`src/rtl/present_round_ctrl.sv`:
```
// Round sequencer for a masked PRESENT core: drives the datapath load select,
// round counter, key-schedule update strobe and completion handshake.
module present_round_ctrl #(
    parameter int unsigned SBOX_LAT = 4,
    parameter int unsigned ROUNDS   = 31
) (
    input  logic       clk,
    input  logic       reset,
    input  logic       start,
    output logic       sel,
    output logic [4:0] round_cnt,
    output logic       key_upd,
    output logic       last,
    output logic       busy,
    output logic       done
);

    localparam int unsigned STAGE_W = 3;
    localparam int unsigned ROUND_W = 5;
    localparam logic [STAGE_W-1:0] STAGE_LAST = STAGE_W'(SBOX_LAT - 1);
    localparam logic [ROUND_W-1:0] ROUND_LAST = ROUND_W'(ROUNDS);

    typedef enum logic [2:0] {
        IDLE  = 3'd0,
        LOAD  = 3'd1,
        RUN   = 3'd2,
        FINAL = 3'd3,
        DONE  = 3'd4
    } state_t;

    state_t               state_q, state_d;
    logic [STAGE_W-1:0]   stage_q, stage_d;
    logic [ROUND_W-1:0]   round_q, round_d;
    logic                 sel_d, key_upd_d, last_d, busy_d, done_d;

    // State, counters and outputs all flop together so outputs track the state.
    always_ff @(posedge clk) begin
        if (reset) begin
            state_q <= IDLE;
            stage_q <= '0;
            round_q <= '0;
            sel     <= 1'b0;
            key_upd <= 1'b0;
            last    <= 1'b0;
            busy    <= 1'b0;
            done    <= 1'b0;
        end else begin
            state_q <= state_d;
            stage_q <= stage_d;
            round_q <= round_d;
            sel     <= sel_d;
            key_upd <= key_upd_d;
            last    <= last_d;
            busy    <= busy_d;
            done    <= done_d;
        end
    end

    // Next state and counters; outputs are pre-decoded from the next state.
    always_comb begin
        state_d = state_q;
        stage_d = stage_q;
        round_d = round_q;

        unique case (state_q)
            IDLE: begin
                round_d = '0;
                stage_d = '0;
                if (start) begin
                    state_d = LOAD;
                end
            end
            LOAD: begin
                state_d = RUN;
                stage_d = '0;
                round_d = ROUND_W'(1);
            end
            RUN: begin
                if (stage_q == STAGE_LAST) begin
                    stage_d = '0;
                    if (round_q == ROUND_LAST) begin
                        state_d = FINAL;
                    end else begin
                        round_d = round_q + ROUND_W'(1);
                    end
                end else begin
                    stage_d = stage_q + STAGE_W'(1);
                end
            end
            FINAL: begin
                state_d = DONE;
            end
            DONE: begin
                state_d = IDLE;
                round_d = '0;
            end
            default: begin
                state_d = IDLE;
                stage_d = '0;
                round_d = '0;
            end
        endcase

        sel_d     = (state_d == LOAD);
        key_upd_d = (state_d == RUN) && (stage_d == STAGE_LAST);
        last_d    = (state_d == RUN) && (round_d == ROUND_LAST);
        busy_d    = (state_d != IDLE);
        done_d    = (state_d == DONE);
    end

    assign round_cnt = round_q;

endmodule

```
`config.mk`:
```
export PLATFORM = sky130hd
export DESIGN_NAME = present_round_ctrl
export DESIGN_NICKNAME = d
export VERILOG_FILES = /design/src/rtl/present_round_ctrl.sv
export SDC_FILE = /design/constraint.sdc
export NUM_CORES = 1
export LEC_CHECK = 0
export CAP_MARGIN = 20
export CORE_UTILIZATION = 54
export DETAILED_ROUTE_END_ITERATION = 16
export PLACE_DENSITY = 0.84
export SKIP_CTS_REPAIR_TIMING = 1
export SLEW_MARGIN = 20
export SYNTH_ARGS = -nofsm -noshare
export SYNTH_HDL_FRONTEND = slang
export SYNTH_SLANG_ARGS = --single-unit
export TNS_END_PERCENT = 20
```
`constraint.sdc`:
```
create_clock -name clk -period 5.9 [get_ports clk]
set_clock_uncertainty 0.1 [all_clocks]
set_input_delay 1.18 -clock clk [delete_from_list [all_inputs] [get_ports clk]]
set_output_delay 1.18 -clock clk [all_outputs]
set_load 0.02 [all_outputs]
```
**Word level (Yosys, flattened, before mapping)**

Cells that the tools add are included.

- Equal/unequal tests: 11
- Shift-type cells: 0
- Add/sub/neg operators: 2
- Order comparisons: 0
- Reductions and logical operators: 5
- Bitwise gates (word level): 0
- Divide/modulo/power cells: 0
- $mul: 0
- Muxes and demuxes: 9

Operators by type and width:

| operator | number |
|---|---|
| == test 3 x 2 -> 1 bit (second input constant) | 5 |
| one-hot mux 5 bit (3 select lines) | 1 |
| 2-to-1 mux 3 bit | 4 |
| one-hot mux 3 bit (4 select lines) | 1 |
| == test 5 bit (second input constant) | 2 |
| 2-to-1 mux 5 bit | 2 |
| == test 3 x 1 -> 1 bit (second input constant) | 2 |
| == test 3 bit (second input constant) | 2 |
| one-hot mux 3 bit (2 select lines) | 1 |
| adder 5 x 1 -> 5 bit (second input constant) | 1 |
| adder 3 x 1 -> 3 bit (second input constant) | 1 |
| zero test 3 bit | 1 |
| nonzero test 3 bit | 1 |
| logical AND 1 bit | 2 |
| OR reduction 2 bit | 1 |

- Logic and storage cells: 35
- ROM bits: 0
- Latch bits: 0
- Output and inout bits: 10
- Memory bits (writable): 0
- Memories kept: 0
- Bits of input ports: 3
- Register bits: 16

**Depth between registers and ports, before layout**

- Depth in word-level cells: 6
- Depth in mapped cells: 5
- Depth with buffers taken out: 5

**Worst setup path after synthesis**

Ideal clock, no wire load.

- Kind: reg-to-reg
- Start: reg round_q[1] (netlist: round_cnt[1])
- End: reg last
- Period minus slack after synthesis: 2.067 ns
- Arrival time: 1.879 ns
- Buffers on the path: 0
- Setup slack: 3.833 ns
- Stages on the path, launching flop included: 6
- Setup time: 0.087 ns
- Required time: 5.713 ns
- Cells stage by stage: dfxtp_1 ha_1 nand4_2 and4_4 or4_4 nor4b_2

- Longest elaborated chain between the ends: 6
- Elaborated cells on any way between the ends: 11
- Those cells by class: add/sub: 1; eq/ne: 3; mux: 6; reduce/logical: 1

Ends and longest elaborated chain:

| item | line | source |
|---|---|---|
| start: declaration | 33 | `logic [ROUND_W-1:0] round_q, round_d;` |
| start signal: assignment | 50 | `round_q <= round_d;` |
| adder 5 x 1 -> 5 bit or == test 5 bit (tied branches) | 84, 81 |  |
| 2-to-1 mux 5 bit or 2-to-1 mux 3 bit (tied branches) | 81 | `if (round_q == ROUND_LAST) begin` |
| 2-to-1 mux 5 bit or 2-to-1 mux 3 bit (tied branches) | 79 | `if (stage_q == STAGE_LAST) begin` |
| one-hot mux 5 bit (3 select lines) or one-hot mux 3 bit (4 select lines) (tied branches) | 65 | `unique case (state_q)` |
| == test 5 bit or == test 3 x 2 -> 1 bit (tied branches) | 106 | `last_d = (state_d == RUN) && (round_d == ROUND_LAST);` |
| logical AND 1 bit * | 106 |  |
| end signal: assignment | 53 | `last <= last_d;` |
| end: declaration | 13 | `output logic last,` |

Every way passes the cells marked *; elsewhere a longest branch is shown, timed or not.
A chain may end at the register's enable or synchronous reset.

**Worst setup path in the final report**

- Start: reg round_q[2] (netlist: round_cnt[2])
- End: out round_cnt[2]

RTL lines:

| item | line | source |
|---|---|---|
| end: declaration | 11 | `output logic [4:0] round_cnt,` |

No word-level cell between the ends.

==> flow_summary.ini <==
[outcome]
outcome = complete, no violations

[setup_path]
cp-start-kind = flop
critPathCaptureType = output port
max_stage_delay_ns = 0.67
crit_path_cell_trace = clkdlybuf4s50_1
cp_max_fo = 10
cpMaxStageDelayCell = clkdlybuf4s50_1
crit_buf_inv = 1
required_ns = 4.62
crit_arrival_ns = 1.44
worst-setup-path-type = flop to output port
critPathTopFamily = buffers and inverters

[cells_and_area]
final_util = 0.714
mostFrequentLayoutCells = 16 x dfxtp_1, 12 x clkdlybuf4s50_1, 6 x nor2_1, 6 x a21oi_1, 6 x nand2_1
area_delta_synth_final_pct = 19.3
final_nets = 105
layout_commonest_cell = dfxtp_1
n_antenna_cell = 0
nFillCells = 118
drive_gt1_frac = 0.111

[floorplanning]
die_area_um2 = 1640
initial_utilization = 0.598
core-area_um2 = 1330
die_width_um = 40.5
ioPinCount = 13
rows = 13
die_y_um = 40.5

[detailed_routing]
finalWirelength_um = 1660
remaining_drc_errors = 0
antenna_left = 0
via_per_inst = 6.10
drt_first_pass_iters = 4
drt_iter0_drc = 26
wl_per_cell_um = 14.6
vias = 695

[grt]
track_usage = 0.230
antenna_found_initial = 0
overflow = 0
grt_first_pass_wirelength_um = 2440
grt_max_degree = 13
first_global_vias = 577

[synth]
synth_cell_types = 38
synth-seq-area-share = 0.401
ys_ff_latch = 16
synth_edf_count = 0
yosysWarningCount = 0
netlist_area_um2 = 798
synthesis.instances = 88
syn_nets = 93
ys_async_sr_fraction = 0
synth_area_per_cell_um2 = 9.07
synthFlopType = dfxtp_1

[placement]
place.gp.congestion = 0.773
numPortBuffers = 12
dp_hpwl_um = 1190
dp_slack_ns = 3.39

[sta]
hold_viol_final = 0
rsz0062_at_grt = no
period_needed_ns = 2.72
fin_ws_ns = 3.18
max_freq_mhz = 367
fin_hold_ws_ns = 0.439
slew_headroom = 0.663
worst_slew_pin_slew_ns = 0.504
slew_viol_final = 0
finalSetupTns_ns = 0
setup_violations = 0
fin_crit_sh = 0.461

[clock_network]
cts_tree = yes
clk_latency_ns = 0.28
clock-sinks = 16
clk_path_buf_depth = 2
cts_root_buffer = clkbuf_4
clkTransAtPathRegs_ns = 0.08
htree_levels = 1
cts_buffers = 3

[power]
p_int_uw = 161
switching_share = 0.240
p_clk_frac = 0.330
p_seq_frac = 0.550
p_per_area_nw_per_um2 = 222
ir_drop_mv = 0.190
combPwrFrac = 0.120
p_leak_nw = 0.385
p_switching_uw = 50.7

[worst_hold_path]
worstHoldPathType = flop to flop

[job]
maxCapViolCount = 0
## sequential cells by signal, summed over array words and instances, names as in the netlist
name / flops
stage_q: 3
sel: 1
key_upd: 1
last: 1
state_q: 3
busy: 1
round_cnt: 5
done: 1
## per-layer routing
layer	routed length (µm)	vias up	part of all wire	global-route usage
li1	-	356	-	-
met1	772	320	0.46	0.262
met2	800	15	0.48	0.405
met3	71	4	0.043	0.0833
met4	17	0	0.010	0.0500
met5	0	-	0	0
## cell families (layout without fill, tap and decap cells)
kind of cell / Yosys count / in the layout / synth area share
simple gates: 39 / 39 / 0.306
compound gates: 20 / 20 / 0.176
flops: 16 / 16 / 0.401
buf+inv: 7 / 18 / 0.0360
fa+ha+maj: 2 / 2 / 0.0313
xor+xnor: 2 / 2 / 0.0219
mux: 2 / 2 / 0.0282
## layout make-up
| class | count | area, µm² | share of cell area |
|---|---|---|---|
| multi-input cells | 65 | 449 | 0.472 |
| well taps | 15 | 18.8 | 0.0197 |
| clock buffers | 4 | 36.3 | 0.0381 |
| repair buffers | 12 | 120 | 0.126 |
| inverters | 2 | 7.51 | 0.00788 |
| flip-flops and latches | 16 | 320 | 0.336 |
## Yosys cell counts (2+ instances only)
| cell type | instances | share of area |
|---|---|---|
| dfxtp_1 | 16 | 0.40 |
| a21oi_1 | 6 | 0.038 |
| nand2_1 | 6 | 0.028 |
| nor2_1 | 6 | 0.028 |
| nor3_1 | 4 | 0.025 |
| clkbuf_1 | 3 | 0.014 |
| nand3_1 | 3 | 0.019 |
| nor2b_1 | 3 | 0.024 |
| o21ai_0 | 3 | 0.019 |
| and2_1 | 2 | 0.016 |
| and3_1 | 2 | 0.016 |
| and4_1 | 2 | 0.022 |
| ha_1 | 2 | 0.031 |
| inv_1 | 2 | 0.0094 |
| mux2_2 | 2 | 0.028 |
| nand2b_1 | 2 | 0.016 |
| nor4_1 | 2 | 0.016 |
| xnor2_1 | 2 | 0.022 |
## power groups by stage
| stage | Combinational, mW | Sequential, mW | Clock [mW] |
|---|---|---|---|
| 3_3_place_gp | 0.0243 | 0.119 | 0 |
| 4_1_cts | 0.0253 | 0.116 | 0.0715 |
| 2_1_floorplan | 0.0185 | 0.117 | 0 |
| 5_1_grt | 0.0275 | 0.117 | 0.0768 |
| 3_5_place_dp | 0.0250 | 0.119 | 0 |
| 6_report | 0.0255 | 0.116 | 0.0699 |
## through the flow
step	total power [mW]	instance area (µm²)	std cells
floorplan	0.136	798	88
global placement	0.143	916	110
detailed placement	0.144	916	110
CTS	0.213	952	114
global route	0.221	952	114
finish	0.212	952	114
## worst paths after layout
kind	start	to	slack, ns	depth (start not counted)
worst min-delay path	round_cnt[1]	round_cnt[1]	0.44	2
worst max-delay path	round_cnt[2]	round_cnt[2]	3.18	1
worst max register to register	round_cnt[0]	last	3.79	5
worst min register to register	round_cnt[1]	round_cnt[1]	0.44	2
(Power assumes the default switching activity.)
